`config.mk`:
```
export PLATFORM = sky130hd
export DESIGN_NAME = game_status_keeper
export DESIGN_NICKNAME = d
export VERILOG_FILES = /design/src/rtl/game_status_keeper_pkg.sv /design/src/rtl/game_status_keeper_bcd_counter.sv /design/src/rtl/game_status_keeper.sv
export SDC_FILE = /design/constraint.sdc
export NUM_CORES = 1
export LEC_CHECK = 0
export ABC_AREA = 1
export CAP_MARGIN = 20
export CORE_UTILIZATION = 54
export DETAILED_ROUTE_END_ITERATION = 16
export PLACE_DENSITY = 0.79
export SYNTH_ARGS = -nofsm -noshare
export SYNTH_HDL_FRONTEND = slang
export SYNTH_SLANG_ARGS = --single-unit
```
`constraint.sdc`:
```
create_clock -name clk -period 2.83 [get_ports clk]
set_clock_uncertainty 0.15 [all_clocks]
set_input_delay 0.566 -clock clk [delete_from_list [all_inputs] [get_ports clk]]
set_output_delay 0.566 -clock clk [all_outputs]
set_load 0.1 [all_outputs]
```
`src/rtl/game_status_keeper_pkg.sv`:
```
// Shared definitions for the game status keeper: state encoding, display
// limits and a BCD digit helper.
package game_status_keeper_pkg;

    typedef enum logic [1:0] {
        ST_IDLE = 2'd0,
        ST_RUN  = 2'd1,
        ST_OVER = 2'd2
    } game_state_t;

    // LED bar length; HP can never exceed this.
    localparam int HP_BAR_LEN = 16;
    // Width able to hold 0..HP_BAR_LEN.
    localparam int HP_WIDTH = $clog2(HP_BAR_LEN + 1);

    localparam int          BCD_DIGITS = 4;
    localparam logic [15:0] BCD_MAX    = 16'h9999;

    localparam logic [6:0] SCORE_BIN_MAX = 7'd127;

    // Single BCD digit increment with wrap 9 -> 0.
    function automatic logic [3:0] bcd_digit_inc(input logic [3:0] d);
        return (d == 4'd9) ? 4'd0 : d + 4'd1;
    endfunction

endpackage

```
`src/rtl/game_status_keeper_bcd_counter.sv`:
```
// Four-digit BCD score register with clear, increment and saturation at 9999.
module game_bcd_counter
    import game_status_keeper_pkg::*;
(
    input  logic        clk,
    input  logic        rst_n,
    input  logic        clr,
    input  logic        inc,
    output logic [15:0] bcd
);

    logic [15:0]           bcd_reg;
    logic [15:0]           bcd_next;
    logic [BCD_DIGITS-1:0] carry;

    // Counting stops completely once the register shows 9999.
    assign carry[0] = inc && (bcd_reg != BCD_MAX);

    generate
        for (genvar gi = 0; gi < BCD_DIGITS; gi++) begin : g_digit
            // A digit ripples into the next one only when it wraps from 9.
            if (gi < BCD_DIGITS - 1) begin : g_carry
                assign carry[gi+1] = carry[gi] && (bcd_reg[gi*4 +: 4] == 4'd9);
            end
            assign bcd_next[gi*4 +: 4] = clr      ? 4'd0 :
                                         carry[gi] ? bcd_digit_inc(bcd_reg[gi*4 +: 4]) :
                                                     bcd_reg[gi*4 +: 4];
        end
    endgenerate

    // Score register.
    always_ff @(posedge clk or negedge rst_n) begin
        if (!rst_n) begin
            bcd_reg <= '0;
        end else begin
            bcd_reg <= bcd_next;
        end
    end

    assign bcd = bcd_reg;

endmodule

```
`src/rtl/game_status_keeper.sv`:
```
// Per-mode game state keeper: IDLE/RUN/OVER flow, HP with invulnerability
// window after each accepted hit, and the score in BCD and binary form.
module game_status_keeper
    import game_status_keeper_pkg::*;
#(
    parameter int HP_INIT       = 16,
    parameter int HP_MAX        = 16,
    parameter int INVULN_CYCLES = 50000
) (
    input  logic        clk,
    input  logic        rst_n,
    input  logic        start,
    input  logic        abort,
    input  logic        hit,
    input  logic        heal,
    input  logic        kill,
    output logic        enable_game,
    output logic [15:0] hp_count,
    output logic [15:0] score_bcd,
    output logic [6:0]  score_bin,
    output logic        game_over
);

    localparam int TIMER_W = (INVULN_CYCLES > 1) ? $clog2(INVULN_CYCLES) : 1;
    localparam logic [TIMER_W-1:0] TIMER_LOAD = TIMER_W'(INVULN_CYCLES - 1);
    localparam logic [HP_WIDTH-1:0] HP_INIT_V = HP_WIDTH'(HP_INIT);
    localparam logic [HP_WIDTH-1:0] HP_MAX_V  = HP_WIDTH'(HP_MAX);

    game_state_t          state_reg, state_next;
    logic [HP_WIDTH-1:0]  hp_reg, hp_next;
    logic [TIMER_W-1:0]   timer_reg, timer_next;
    logic [6:0]           score_bin_reg, score_bin_next;
    logic                 game_over_reg, game_over_next;
    logic                 enable_reg, enable_next;
    logic                 bcd_clr;
    logic                 bcd_inc;
    logic                 hit_accept;

    // Next-state, HP, timer and score logic; abort outranks start, and start
    // outranks every in-game event of the same cycle.
    always_comb begin
        state_next     = state_reg;
        hp_next        = hp_reg;
        timer_next     = timer_reg;
        score_bin_next = score_bin_reg;
        game_over_next = 1'b0;
        bcd_clr        = 1'b0;
        bcd_inc        = 1'b0;
        hit_accept     = 1'b0;

        if (abort) begin
            state_next     = ST_IDLE;
            hp_next        = '0;
            timer_next     = '0;
            score_bin_next = '0;
            bcd_clr        = 1'b1;
        end else if (start) begin
            state_next     = ST_RUN;
            hp_next        = HP_INIT_V;
            timer_next     = '0;
            score_bin_next = '0;
            bcd_clr        = 1'b1;
        end else if (state_reg == ST_RUN) begin
            hit_accept = hit && (timer_reg == '0);

            if (hit_accept) begin
                timer_next = TIMER_LOAD;
            end else if (timer_reg != '0) begin
                timer_next = timer_reg - 1'b1;
            end

            // A heal cancels an accepted hit; an ignored hit lets the heal through.
            if (hit_accept && !heal) begin
                if (hp_reg != '0) begin
                    hp_next = hp_reg - 1'b1;
                end
            end else if (!hit_accept && heal) begin
                if (hp_reg < HP_MAX_V) begin
                    hp_next = hp_reg + 1'b1;
                end
            end

            // Kills still count on the cycle of the fatal hit.
            if (kill) begin
                bcd_inc = 1'b1;
                if (score_bin_reg != SCORE_BIN_MAX) begin
                    score_bin_next = score_bin_reg + 7'd1;
                end
            end

            if (hp_next == '0) begin
                state_next     = ST_OVER;
                game_over_next = 1'b1;
            end
        end

        enable_next = (state_next == ST_RUN);
    end

    // State and datapath registers.
    always_ff @(posedge clk or negedge rst_n) begin
        if (!rst_n) begin
            state_reg     <= ST_IDLE;
            hp_reg        <= '0;
            timer_reg     <= '0;
            score_bin_reg <= '0;
            game_over_reg <= 1'b0;
            enable_reg    <= 1'b0;
        end else begin
            state_reg     <= state_next;
            hp_reg        <= hp_next;
            timer_reg     <= timer_next;
            score_bin_reg <= score_bin_next;
            game_over_reg <= game_over_next;
            enable_reg    <= enable_next;
        end
    end

    game_bcd_counter u_bcd (
        .clk   (clk),
        .rst_n (rst_n),
        .clr   (bcd_clr),
        .inc   (bcd_inc),
        .bcd   (score_bcd)
    );

    assign enable_game = enable_reg;
    assign hp_count    = {{(16-HP_WIDTH){1'b0}}, hp_reg};
    assign score_bin   = score_bin_reg;
    assign game_over   = game_over_reg;

endmodule

```
==> results_dict.tcl <==
set metrics [dict create \
    status "complete, no violations" \
    setup_viol 0 \
    worst_slack_ns 0.4944 \
    whs_ns 0.1955 \
    synth-seq-cells 48 \
    hp-class "in2async" \
    drcViolationCount 0 \
    overflow 0 \
    grt_pass1_vias 2518 \
    via_per_inst 5.303 \
    synthTopCellsByArea "dfrtp_1, nand2_1, inv_1, ha_1, nor2_1" \
    relSlewSlack_pct 60.44 \
    worstReg2RegStart "hp_reg[1]" \
    clkTransAtPathRegs_ns 0.09 \
    antenna_found_initial 0 \
    hold_violations 0 \
    crit_path_start_kind "primary input" \
    numPlacedInstances 497 \
    timing.final.crit_share_pct 82.53 \
    crit_type "in2reg" \
    synth_area_leader_cell "dfrtp_1" \
    first_pass_iters 4 \
    final_cell_mix "nand2_1, inv_1, dfrtp_1, nor2_1, buf_4" \
    cts-buffers-inserted 5 \
    grt_setup_unrepaired "false" \
    synth_seq_area_share_pct 39.18 \
    first_iter_violations 191 \
    fin_tns_setup_ns 0 \
    synth_edf_count 0 \
    max_cap_violations 0 \
    avgSynthCellArea_um2 7.860 \
    ys_types 39 \
    vias 2678 \
    vdd_drop_max_v 0.0004440 \
    gp_congestion 0.8394 \
    design.core.area_um2 5473 \
    clockBufferDepth 2 \
    drive_above_1_share_pct 16.40 \
    dieArea_um2 5982 \
    synth-main-ff-cell "dfrtp_1" \
    netlist.area_leader.share_pct 39.18 \
    area_delta_synth_final_pct 15.31 \
    required_ns 2.87 \
    rows 27 \
    hpwlAfterDp_mm 4.834 \
    final_common_cell "nand2_1" \
    clock_sinks 48 \
    cp.arrival_ns 2.37 \
    final_area_um2 3535 \
    reg2reg_depth 13 \
    final_net_count 452 \
    cts_root_buffer "clkbuf_8" \
    place_worst_setup_slack_ns 0.1711 \
    critPathMaxFanout 9 \
    diodes 0 \
    wl_mm 6.433 \
    grt_first_pass_wirelength_mm 11.25 \
    postCtsHoldBufs 0 \
    grtUsageTotal_pct 23.36 \
    cts_tree "done" \
    portBuffers 36 \
    fp.dieW_um 77.35 \
    power.total_mw 2.105 \
    wl_per_cell_um 12.74 \
    place_area_um2 3408 \
    postCtsSetupRepairBufs 0 \
    insertion_delay_ns 0.30 \
    p_leak_nw 1.814 \
    timing.fmax_mhz 428.2 \
    die_y_um 77.35 \
    critPathLaunch "start" \
    yosysWarnings 0 \
    grt_max_degree 49 \
    worst_pin_slew_ns 0.5935 \
    p_per_area_nw_per_um2 595.5 \
    start_util_pct 56.01 \
    period_needed_ns 2.336 \
    cts_resized 0 \
    drv_slew 0 \
    stdcell_count 505 \
    postLayoutCoreUtil_pct 64.59 \
    netlist_instances 390 \
    crit_end "u_bcd.bcd[15]" \
    end_kind "flop" \
    synth_area_um2 3065 \
    reg2reg_slack_ns 0.50 \
    cts_max_level 2 \
    async_flop_share_pct 100.0 \
    ant_nets 0 \
    timing.rr.end "enable_game" \
    io_pins 48 \
    fillCellCount 484 \
]
[report_power, final]
group          switching (mW)  leakage (nW)  internal, mW
Clock                   0.224        0.0645         0.312
Sequential             0.0490         0.661         0.726
Combinational           0.569          1.09         0.225
[cells in the mapped netlist, types with 2 or more instances]
| library cell | instances |
|---|---|
| xnor2_1 | 2 |
| nor3_1 | 10 |
| nor2_2 | 5 |
| o22ai_1 | 9 |
| o21ai_1 | 5 |
| o32ai_1 | 4 |
| o31ai_1 | 4 |
| nand3_1 | 23 |
| inv_1 | 50 |
| nand2_1 | 68 |
| nand2_2 | 2 |
| nor4_1 | 2 |
| inv_2 | 4 |
| o211ai_1 | 2 |
| nand3b_1 | 2 |
| nor2_1 | 35 |
| nand3_2 | 3 |
| ha_1 | 13 |
| clkbuf_1 | 4 |
| o21ai_0 | 22 |
| buf_4 | 11 |
| nor2_4 | 5 |
| xor2_1 | 13 |
| nand2_4 | 3 |
| dfrtp_1 | 48 |
| a21oi_1 | 21 |
| nand4_1 | 8 |
[critical path: stages]
cell             delay [ns]
clkdlybuf4s50_1        0.48
nor2_4                 0.14
inv_4                  0.09
nor2_8                 0.09
inv_2                  0.06
nor2_4                 0.10
o21ai_4                0.11
nor2_4                 0.14
nand2_4                0.09
nand2_4                0.09
nand2_4                0.07
nor2_4                 0.11
nand3_2                0.07
o21ai_1                0.12
a21oi_1                0.05
[kinds of logic (layout without fill, tap and decap cells)]
family          after synthesis  count (layout)  synth area share [%]
flops                        48              48                 39.18
fa+ha+maj                    13              13                 5.306
xor+xnor                     15              15                 4.286
other cells                   1              11                0.1223
simple gates                169             169                 26.94
buf+inv                      72             105                 10.29
compound gates               72              72                 13.88
[cell type report]
type,instances,area [um^2],share of cell area (%)
Multi-Input combinational cell,280,1587,44.88
Inverter,56,212.7,6.018
Clock inverter,1,30.03,0.8496
Tap cell,72,90.09,2.549
Sequential cell,48,1201,33.98
Clock buffer,7,96.34,2.726
Timing Repair Buffer,41,317.8,8.991
[layer usage]
| metal | wire (um) | track usage, % | vias up | share of wire, % |
|---|---|---|---|---|
| li1 | - | - | 1345 | - |
| met1 | 2886 | 29.95 | 1260 | 45 |
| met2 | 3123 | 38.32 | 65 | 49 |
| met3 | 338 | 5.294 | 8 | 5.3 |
| met4 | 85 | 8.868 | 0 | 1.3 |
| met5 | 0 | 0 | - | 0 |
[worst min path at each step]
| stage | from | to | slack, ns | depth (start not counted) |
|---|---|---|---|---|
| 2_1_floorplan | rst_n | enable_game | 0.12 | 0 |
| 3_3_place_gp | score_bin[4] | score_bin[4] | 0.34 | 1 |
| 3_5_place_dp | score_bin[4] | score_bin[4] | 0.35 | 1 |
| 4_1_cts | rst_n | timer_reg[9] | 0.23 | 2 |
| 5_1_grt | rst_n | timer_reg[15] | 0.25 | 2 |
| 6_report | rst_n | timer_reg[15] | 0.20 | 2 |
(Power assumes the default switching activity.)
==> edit 1, RTL diff (config.mk and constraints unchanged) <==
The package constant `HP_BAR_LEN` goes from 16 to 8.
--- a/src/rtl/game_status_keeper_pkg.sv
+++ b/src/rtl/game_status_keeper_pkg.sv
@@ -9,7 +9,7 @@
     } game_state_t;
 
     // LED bar length; HP can never exceed this.
-    localparam int HP_BAR_LEN = 16;
+    localparam int HP_BAR_LEN = 8;
     // Width able to hold 0..HP_BAR_LEN.
     localparam int HP_WIDTH = $clog2(HP_BAR_LEN + 1);
 
Function: changed (a bounded check fails within 4 cycles, from zero or initial values and one cycle with rst_n low).
==> edit 1 against the unedited design <==
The flow now finishes with violations (DRC); non-clock buffer count shrank 2; critical endpoint unchanged; wire length is 6.1% lower; power decreased by 1.9%; register-to-register slack improved by 100 ps; final area decreased by 7.0%; synthesized area is 6.5% lower; sequential cell count is 1 lower; worst setup slack worse by 5.4 ps; highest routed layer unchanged.
==> edit 1: results (changes against the unedited design) <==
WIRE_LENGTH_OF_THE_FIRST_GLOBAL_ROUTING_PASS_MM=9.98  # -11%
FINISH.CELL_COUNT_WITHOUT_FILLERS=470  # -6.9%
TIMING.RR.START='u_bcd.bcd[5]'
PLACE_AREA_UM2=3190  # -6.5%
STATUS='finished, violations left'
INTERNAL_POWER_W=0.00119  # -5.6%
MAX_FREQ_MHz=427  # -0.23%
SYNTH_COMPOUND_GATE_AREA_SHARE=0.124  # -0.0148
TOTAL_TRACK_USAGE=0.233  # -0.000904
SWITCHING_SHARE=0.422  # +0.0223
YS_TOP_CELLS_BY_COUNT='sky130_fd_sc_hd__nand2_1 (61), sky130_fd_sc_hd__dfrtp_1 (47), sky130_fd_sc_hd__inv_1 (42), sky130_fd_sc_hd__nor2_1 (41), sky130_fd_sc_hd__nand3_1 (20)'
MULTI_INPUT_COMB_AREA_UM2=1440  # -9.2%
CRITICAL_PATH.MAX_FANOUT=8  # -1
SYNTH_CELLS=357  # -8.5%
DP.CELLS=462  # -7.0%
REG2REGPATHDEPTH=14  # +1
R2R_END='u_bcd.bcd[14]'
CRITICAL_PATH.STARTPOINT='abort'
PLACE.DETAILED.HPWL_MM=4.44  # -8.2%
P_CLK_FRAC=0.217  # -0.037
REMAINING_DRC_ERRORS=1  # +1
YOSYSUNIQUECELLTYPES=41  # +5.1%
LEAKAGEPOWER_nW=1.67  # -7.8%
POST_ROUTE_CELLS_DRIVE_ABOVE_1_SHARE=0.185  # +0.0210
REGTOREGSETUPSLACK_PS=600  # +100 ps
N_FILL_CELL=441  # -8.9%
VIOLATED_CHECKS='DRC'
GP_ROUTABILITY_CONGESTION=0.855  # +1.8%
VIA_COUNT_OF_THE_FIRST_GLOBAL_ROUTING_PASS=2250  # -11%
HOLD_WORST_SLACK_PS=35.9  # -160 ps
==> edit 1: cell count changes in the layout (fill, tap and decap cells not counted), sizes merged, moves of 3 or more <==
cell	before	now
nand4	8	2
o21ai	28	20
a21oi	21	15
o32ai	4	0
o31ai	4	1
nor2	46	54
nand3	26	20
nand2	73	69
inv	55	48
==> edit 1: layout make-up <==
| cell class | count | area share |
|---|---|---|
| multi-input cells | 258 | 0.438 |
| clock buffers | 6 | 0.0251 |
| clock inverters | 2 | 0.00495 |
| well taps | 70 | 0.0267 |
| flip-flops and latches | 47 | 0.358 |
| repair buffers | 39 | 0.0922 |
| inverters | 48 | 0.0548 |
==> edit 1: layer usage <==
metal,vias to the layer above,GRT usage,share of wire
li1,1224,-,-
met1,1111,0.305,0.47
met2,52,0.388,0.49
met3,12,0.0375,0.030
met4,0,0.0860,0.016
met5,-,0,0
==> edit 1: kinds of logic (layout without fill, tap and decap cells) <==
family / count (synthesis) / in the layout
AND/OR/NAND/NOR: 161 / 161
buffers and inverters: 63 / 95
AO/OA/AOI/OAI: 59 / 59
flip-flops: 47 / 47
XOR/XNOR: 14 / 14
adder cells (fa/ha/maj): 12 / 12
other: 1 / 12
==> edit 1: critical path, cell delays in order <==
cell                              delay, ps
sky130_fd_sc_hd__clkdlybuf4s50_1        450
sky130_fd_sc_hd__nor2_4                 220
sky130_fd_sc_hd__nand2_2                130
sky130_fd_sc_hd__nor2_2                 140
sky130_fd_sc_hd__nand2_2                110
sky130_fd_sc_hd__nor2_4                 140
sky130_fd_sc_hd__nand2_2                110
sky130_fd_sc_hd__nand2_4                110
sky130_fd_sc_hd__o21ai_2                100
sky130_fd_sc_hd__nor2_1                 120
sky130_fd_sc_hd__nand2_1                 60
sky130_fd_sc_hd__nand2_1                 70
sky130_fd_sc_hd__nor2_1                  40
==> edit 2, RTL diff (same flow settings) <==
Without the edit above. Take the reset off `hp_reg` and load it in a clocked block of its own.
--- a/src/rtl/game_status_keeper.sv
+++ b/src/rtl/game_status_keeper.sv
@@ -101,19 +101,21 @@
     always_ff @(posedge clk or negedge rst_n) begin
         if (!rst_n) begin
             state_reg     <= ST_IDLE;
-            hp_reg        <= '0;
             timer_reg     <= '0;
             score_bin_reg <= '0;
             game_over_reg <= 1'b0;
             enable_reg    <= 1'b0;
         end else begin
             state_reg     <= state_next;
-            hp_reg        <= hp_next;
             timer_reg     <= timer_next;
             score_bin_reg <= score_bin_next;
             game_over_reg <= game_over_next;
             enable_reg    <= enable_next;
         end
+    end
+
+    always_ff @(posedge clk) begin
+        hp_reg <= hp_next;
     end
 
     game_bcd_counter u_bcd (
Check against the original RTL: not equivalent (a bounded check fails within 4 cycles, from zero or initial values and one cycle with rst_n low).
==> edit 2 against the unedited design <==
Final cell count increased by 0.99%; sequential cell count is the same; wire length is 1.1% higher; worst setup slack better by 62 ps; critical path type is now flip-flop to flip-flop; final area grew 0.53%; utilization shrank 0.45 points; worst hold slack improved by 170 ps; power is 6.2% higher; synthesized area grew 1.8%; sequential share of layout area down 0.88 points; sequential power grew 5.0%; combinational power is 24% higher; maximum frequency is 2.7% higher.
==> edit 2: results (changes against the unedited design) <==
TIMING.RR.START='timer_reg[0]'
P_CLK_FRAC=0.195  # -0.059
WL_MET1_MM=2.97  # +3.0%
REG2REGPATHDEPTH=15  # +2
MUXSHAREOFSYNTHAREA=0.00321  # +0.00321
SYNTH_COMPOUND_GATE_AREA_SHARE=0.125  # -0.0137
POSTCTSHOLDBUFS=1  # +1
STATUS='completed'
LEAKAGEPOWER_nW=1.79  # -1.5%
PRE_CTS_SLACK_PS=270  # +99.2 ps
TOTAL_TRACK_USAGE=0.232  # -0.00192
POST_DRT_VIA_CELL_RATIO=5.29  # -0.24%
WL_MET3_UM=305  # -9.8%
N_FILL_CELL=478  # -1.2%
WIRE_LENGTH_OF_THE_FIRST_GLOBAL_ROUTING_PASS_MM=11.4  # +1.4%
GRT_UTIL_MET3=0.0453  # -0.00759
SYNTH.YOSYS.SEQ_AREA_SHARE=0.377  # -0.0151
YS_TOP_CELLS_BY_COUNT='sky130_fd_sc_hd__nand2_1 (64), sky130_fd_sc_hd__inv_1 (55), sky130_fd_sc_hd__dfrtp_1 (43), sky130_fd_sc_hd__nand3_1 (33), sky130_fd_sc_hd__nor2_1 (31)'
MET2_WIRELENGTH_MM=3.15  # +0.96%
SYNTH_ADDER_AREA_SHARE=0.0521  # -0.000957
ASYNC_FLOP_SHARE=0.896  # -0.104
MET1_RESOURCE_USE_GR=0.292  # -0.00755
POWER_COMBINATIONAL_W=0.000987  # +24%
POST_ROUTE_CELLS_DRIVE_ABOVE_1_SHARE=0.185  # +0.0210
MAXIMUM_NUMBER_OF_PINS_ON_ONE_NET_BEFORE_GLOBAL_ROUTE_REPAIR=22  # -55%
HOLD_CLASS='flip-flop to flip-flop'
PLACE.DETAILED.HPWL_MM=4.96  # +2.5%
REGTOREGSETUPSLACK_PS=560  # +60 ps
DRT_FIRST_ITER_VIOLATIONS=164  # -14%
WORST_EP_ARRIVAL_TIME_PS=2320  # -50 ps
-- edit 2: cell count changes after synthesis, moves of 4 or more --
cell                      before  now
sky130_fd_sc_hd__nand3_1      23   33
sky130_fd_sc_hd__dfrtp_1      48   43
sky130_fd_sc_hd__dfxtp_1       0    5
sky130_fd_sc_hd__inv_1        50   55
sky130_fd_sc_hd__nor3_1       10    5
sky130_fd_sc_hd__a21oi_1      21   17
sky130_fd_sc_hd__nand2_1      68   64
sky130_fd_sc_hd__nor2_1       35   31
sky130_fd_sc_hd__o31ai_1       4    0
-- edit 2: per-stage QoR --
stage | cells | hold WS, ps | util | instance area, um2 | power [W]
6_report | 510 | 361 | 0.641 | 3550 | 0.00224
5_1_grt | 510 | 393 | 0.641 | 3550 | 0.00240
4_1_cts | 510 | 348 | 0.641 | 3550 | 0.00225
3_5_place_dp | 501 | 285 | 0.622 | 3450 | 0.00181
3_3_place_gp | 501 | 282 | 0.622 | 3450 | 0.00178
2_1_floorplan | 406 | 120 | - | 3160 | 0.00163
-- edit 2: how the worst max path moves through the flow --
| stage | start | slack (ps) | endpoint |
|---|---|---|---|
| after global placement | hit | 330 | enable_game |
| after global routing | timer_reg[0] | 230 | enable_game |
| after floorplan | hp_reg[0] | 160 | enable_game |
| after CTS | timer_reg[0] | 550 | enable_game |
| after detailed placement | abort | 270 | u_bcd.bcd[15] |
| final | timer_reg[0] | 560 | enable_game |
-- edit 2: area by class of cell --
class	instances	area (um2)	area share
Multi-Input combinational cell	278	1630	0.459
Inverter	63	239	0.0673
Clock inverter	2	15.0	0.00423
Tap cell	72	90.1	0.0254
Clock buffer	6	82.6	0.0232
Sequential cell	48	1180	0.331
Timing Repair Buffer	41	320	0.0901
